===== config.mk =====
export PLATFORM = sky130hd
export DESIGN_NAME = game_ctrl
export DESIGN_NICKNAME = d
export VERILOG_FILES = /design/src/rtl/object_package.sv /design/src/rtl/edge_rise.sv /design/src/rtl/game_ctrl.sv
export SDC_FILE = /design/constraint.sdc
export NUM_CORES = 1
export LEC_CHECK = 0
export BUFFER_PORTS_ARGS = -buffer_cell sky130_fd_sc_hd__buf_4
export CORE_MARGIN = 3
export CORE_UTILIZATION = 30
export CTS_CLUSTER_DIAMETER = 200
export CTS_CLUSTER_SIZE = 28
export DETAILED_ROUTE_END_ITERATION = 10
export GPL_TIMING_DRIVEN = 0
export PLACE_DENSITY_LB_ADDON = 0.05
export SYNTH_ARGS = -nofsm -noshare
export SYNTH_HDL_FRONTEND = slang
export SYNTH_SLANG_ARGS = --single-unit
export TNS_END_PERCENT = 5

===== constraint.sdc =====
create_clock -name clk -period 5.57 [get_ports clk]
set_clock_uncertainty 0.05 [all_clocks]
set_input_delay 0.2785 -clock clk [delete_from_list [all_inputs] [get_ports clk]]
set_output_delay 0.2785 -clock clk [all_outputs]
set_load 0.005 [all_outputs]

===== src/rtl/object_package.sv =====
// rtl/object_package.sv - shared match-state encoding and default game constants
package object_package;

  typedef enum logic [2:0] {
    S_IDLE     = 3'd0,
    S_SERVE    = 3'd1,
    S_PLAY     = 3'd2,
    S_PAUSE    = 3'd3,
    S_GAMEOVER = 3'd4
  } game_state_t;

  localparam int WIN_SCORE_DEF   = 5;
  localparam int SERVE_DELAY_DEF = 60;

endpackage


===== src/rtl/edge_rise.sv =====
// rtl/edge_rise.sv - rising-edge detector; pulse is high for the first clk a level is seen high
module edge_rise (
  input  logic clk,
  input  logic rst,
  input  logic d,
  output logic pulse
);

  logic d_q;

  always_ff @(posedge clk or posedge rst) begin
    if (rst) d_q <= 1'b0;
    else     d_q <= d;
  end

  assign pulse = d & ~d_q;

endmodule


===== src/rtl/game_ctrl.sv =====
// rtl/game_ctrl.sv - match sequencer: serve delay, scoring, pause and restart
module game_ctrl
  import object_package::*;
#(
  parameter int WIN_SCORE   = WIN_SCORE_DEF,
  parameter int SERVE_DELAY = SERVE_DELAY_DEF,
  parameter int SW          = 4
) (
  input  logic          clk,
  input  logic          rst,
  input  logic          tick,
  input  logic          btn_start,
  input  logic          miss_left,
  input  logic          miss_right,
  output logic          play_en,
  output logic          serve,
  output logic          serve_dir,
  output logic [SW-1:0] score_l,
  output logic [SW-1:0] score_r,
  output logic          gameover,
  output logic [2:0]    state_o
);

  localparam logic [7:0]    DELAY_LD = 8'(SERVE_DELAY);
  localparam logic [SW-1:0] WIN_VAL  = SW'(WIN_SCORE);

  game_state_t   state, state_n;
  logic [7:0]    cnt, cnt_n;
  logic [SW-1:0] score_l_n, score_r_n;
  logic          serve_n, serve_dir_n, play_en_n, gameover_n;
  logic          start_edge;

  function automatic logic [SW-1:0] sat_inc(input logic [SW-1:0] v);
    return (v == {SW{1'b1}}) ? v : v + 1'b1;
  endfunction

  edge_rise u_start_edge (
    .clk   (clk),
    .rst   (rst),
    .d     (btn_start),
    .pulse (start_edge)
  );

  always_ff @(posedge clk or posedge rst) begin
    if (rst) begin
      state     <= S_IDLE;
      cnt       <= '0;
      score_l   <= '0;
      score_r   <= '0;
      serve     <= 1'b0;
      serve_dir <= 1'b0;
      play_en   <= 1'b0;
      gameover  <= 1'b0;
    end else begin
      state     <= state_n;
      cnt       <= cnt_n;
      score_l   <= score_l_n;
      score_r   <= score_r_n;
      serve     <= serve_n;
      serve_dir <= serve_dir_n;
      play_en   <= play_en_n;
      gameover  <= gameover_n;
    end
  end

  always_comb begin
    state_n     = state;
    cnt_n       = cnt;
    score_l_n   = score_l;
    score_r_n   = score_r;
    serve_dir_n = serve_dir;
    serve_n     = 1'b0;
    case (state)
      S_IDLE, S_GAMEOVER: begin
        if (start_edge) begin
          score_l_n   = '0;
          score_r_n   = '0;
          cnt_n       = DELAY_LD;
          serve_dir_n = 1'b1;
          state_n     = S_SERVE;
        end
      end
      S_SERVE: begin
        if (tick) begin
          if (cnt > 8'd1) begin
            cnt_n = cnt - 8'd1;
          end else begin
            cnt_n   = '0;
            serve_n = 1'b1;
            state_n = S_PLAY;
          end
        end
      end
      S_PLAY: begin
        // A miss takes priority over a pause request in the same clk.
        if (miss_left || miss_right) begin
          if (miss_left && !miss_right) begin
            score_r_n   = sat_inc(score_r);
            serve_dir_n = 1'b0;
          end else if (miss_right && !miss_left) begin
            score_l_n   = sat_inc(score_l);
            serve_dir_n = 1'b1;
          end
          if (score_l_n == WIN_VAL || score_r_n == WIN_VAL) begin
            state_n = S_GAMEOVER;
          end else begin
            cnt_n   = DELAY_LD;
            state_n = S_SERVE;
          end
        end else if (start_edge) begin
          state_n = S_PAUSE;
        end
      end
      S_PAUSE: begin
        if (start_edge) state_n = S_PLAY;
      end
      default: begin
        state_n     = S_IDLE;
        cnt_n       = '0;
        score_l_n   = '0;
        score_r_n   = '0;
        serve_dir_n = 1'b0;
      end
    endcase
    play_en_n  = (state_n == S_PLAY);
    gameover_n = (state_n == S_GAMEOVER);
  end

  assign state_o = state;

endmodule


==> impl_metrics.env <==
export IMPL_outcome="finished, final reports clean"
export IMPL_routed_wl_mm=3.454
export IMPL_rsz0062_at_grt="false"
export IMPL_antenna_cells=0
export IMPL_yosysUniqueCellTypes=41
export IMPL_worst_pin_slew_ns=0.9224
export IMPL_fin_crit_sh_pct=45.46
export IMPL_ys_warn_count=0
export IMPL_avgRoutedWirePerCell_um=13.93
export IMPL_drc=0
export IMPL_clockPowerShare_pct=20.9
export IMPL_placed_area_mm2=0.001672
export IMPL_post_cts_setup_buffer_count=0
export IMPL_grt_max_degree=25
export IMPL_grt_usage_pct=13.03
export IMPL_synth_top_area_cell="dfrtp_1"
export IMPL_grt_pass1_vias=1223
export IMPL_p_sw_mw=0.3049
export IMPL_hold_viol_final=0
export IMPL_cts_max_level=1
export IMPL_critPathArrivalTime_ns=2.66
export IMPL_endpoint_kind="register"
export IMPL_routabilityCongestion=0.7788
export IMPL_drv_cap=0
export IMPL_ios=21
export IMPL_power_leakage_nw=0.7959
export IMPL_stdcell_area_mm2=0.001743
export IMPL_comb_power_share_pct=44.3
export IMPL_insertion_delay_ns=0.27
export IMPL_fp_row_count=24
export IMPL_drtIter0Drc=96
export IMPL_p_int_mw=0.4486
export IMPL_dieArea_mm2=0.005727
export IMPL_grt_ovfl_total=0
export IMPL_synth_edf_count=0
export IMPL_ys_top_cells_by_area="dfrtp_1 41%, ha_1 6.0%, a21oi_1 4.8%, nand2_1 4.6%, o21ai_0 4.5%"
export IMPL_num_nets_final=210
export IMPL_core_mm2=0.004504
export IMPL_cts_resized=0
export IMPL_syn_num_nets=185
export IMPL_ys_flop_type="dfrtp_1"
export IMPL_vias_per_cell=5.476
export IMPL_clock_path_buffers=2
export IMPL_io_buffer_count=20
export IMPL_clock_sinks=24
export IMPL_synth_top_area_share_pct=41.24
export IMPL_clk_pin_slew_ns=0.09
export IMPL_p_seq_share_pct=34.8
export IMPL_place_ws_ns=3.063
export IMPL_cts_tree="yes"
export IMPL_yosysMostFrequentCell="dfrtp_1"
export IMPL_numCtsBuffers=3
export IMPL_die_h_um=75.68
export IMPL_cp_start_kind="register"
export IMPL_ir_drop_uv=158.8
export IMPL_antenna_found_initial=0
export IMPL_critPathKind="register to register"
export IMPL_avgSynthCellArea_um2=8.467
export IMPL_finalWorstSetupSlack_ns=3.038
export IMPL_syn_to_final_growth_pct=19.67
export IMPL_ys_async_sr_fraction_pct=100.0
export IMPL_firstDrtPassIters=4
export IMPL_layout_drive_gt1_share_pct=14.29
export IMPL_start_util_pct=32.33
export IMPL_worstPathRequired_ns=5.70
export IMPL_setup_violations=0
export IMPL_power_density_mw_per_mm2=432.3
export IMPL_crit_fanout=10
export IMPL_hp_class="input pin to register"
export IMPL_yosysSeqAreaShare_pct=41.24
export IMPL_clockRootBuffer="clkbuf_8"
export IMPL_fin_crit_ns=2.532
export IMPL_dp_hpwl_mm=2.511
export IMPL_swShare_pct=40.46
export IMPL_synth_seq_cells=24
export IMPL_grt_pass1_wl_mm=5.809
export IMPL_relSlewSlack_pct=38.44
export IMPL_syn_area_mm2=0.001456
export IMPL_fin_tns_setup_ns=0
export IMPL_holdBufCountCts=0
export IMPL_fp_dieW_um=75.68
export IMPL_vias=1358
export IMPL_max_freq_mhz=394.9
export IMPL_ant_nets=0
export IMPL_synth_commonest_cells="24 x dfrtp_1, 18 x nand2_1, 17 x nor2_1, 14 x a21oi_1, 13 x o21ai_0"
export IMPL_syn_inst=172
export IMPL_drv_slew=0
==> layout by cell type, fill, tap and decap left out, types with 4 or more instances in the layout <==
cell type and instances:
buf_4 20, dfrtp_1 24, ha_1 7, nor2_1 17, a21oi_1 14, clkbuf_1 4
a31oi_1 6, nand2b_1 4, inv_1 12, o21ai_0 13, o21ai_1 7, nor3_1 4
nand2_1 18
==> cell type report <==
| class | count | area (um^2) |
|---|---|---|
| buffer | 6 | 25.02 |
| clock buffer | 3 | 41.29 |
| clock inverter | 1 | 30.03 |
| fill | 471 | 2761 |
| inverter | 12 | 45.04 |
| multi-input combinational | 130 | 785.8 |
| sequential | 24 | 600.6 |
| tap | 52 | 65.06 |
| timing repair buffer | 20 | 150.1 |
==> power groups by stage <==
stage	registers, mW	logic, mW	clock network (mW)
floorplan	0.257	0.240	0
global placement	0.263	0.332	0
detailed placement	0.265	0.332	0
CTS	0.262	0.334	0.165
global route	0.270	0.384	0.170
finish	0.262	0.334	0.158
==> registers in the layout, summed over array words and instances, names as in the netlist <==
| name | flops |
|---|---|
| cnt | 8 |
| score_l | 4 |
| score_r | 4 |
| state_o | 3 |
| gameover | 1 |
| play_en | 1 |
| serve | 1 |
| serve_dir | 1 |
| u_start_edge.d_q | 1 |
==> cells by family after synthesis <==
family / Yosys count / synth area share [%]
xor gates and xnor gates: 1 / 0.6015
buffers and inverters: 18 / 4.811
adders and majority gates: 7 / 6.013
DFF: 24 / 41.24
AOI/OAI and AO/OA: 59 / 25.69
and+or+nand+nor: 63 / 21.65
==> stage by stage <==
stage	utilization, %	power [mW]	hold slack (ns)	instances
floorplan	-	0.4973	0.2431	172
global placement	37.11	0.5958	0.3460	244
detailed placement	37.11	0.5971	0.3488	244
CTS	38.69	0.7603	0.05599	248
global route	38.69	0.8245	0.05709	248
finish	38.69	0.7535	0.06576	248
==> worst paths after layout <==
kind | startpoint | to | slack, ns | depth (start not counted)
hold reg to reg | serve_dir | serve_dir | 0.45 | 2
setup reg to reg | score_l[0] | cnt[6] | 3.04 | 8
hold / removal | btn_start | u_start_edge.d_q | 0.07 | 1
max in group asynchronous | rst | serve_dir | 4.75 | 2
setup / recovery | score_l[0] | cnt[6] | 3.04 | 8
min in group asynchronous | rst | cnt[0] | 0.16 | 2
==> routing by layer <==
metal  wire [um]  global-route usage [%]
met1        1766                   19.74
met4          14                   3.495
met2        1551                   19.18
met3         121                   1.979
met5           0                       0
==> critical path, cell delays in order (launching register included) <==
cell      delay (ns)
dfrtp_1         0.45
ha_1            0.33
or4b_1          0.53
o32ai_1         0.18
a221oi_1        0.13
a21oi_1         0.32
buf_2           0.29
o21ai_1         0.10
o31ai_1         0.07
Note: power is estimated with default switching activity, not from simulation.
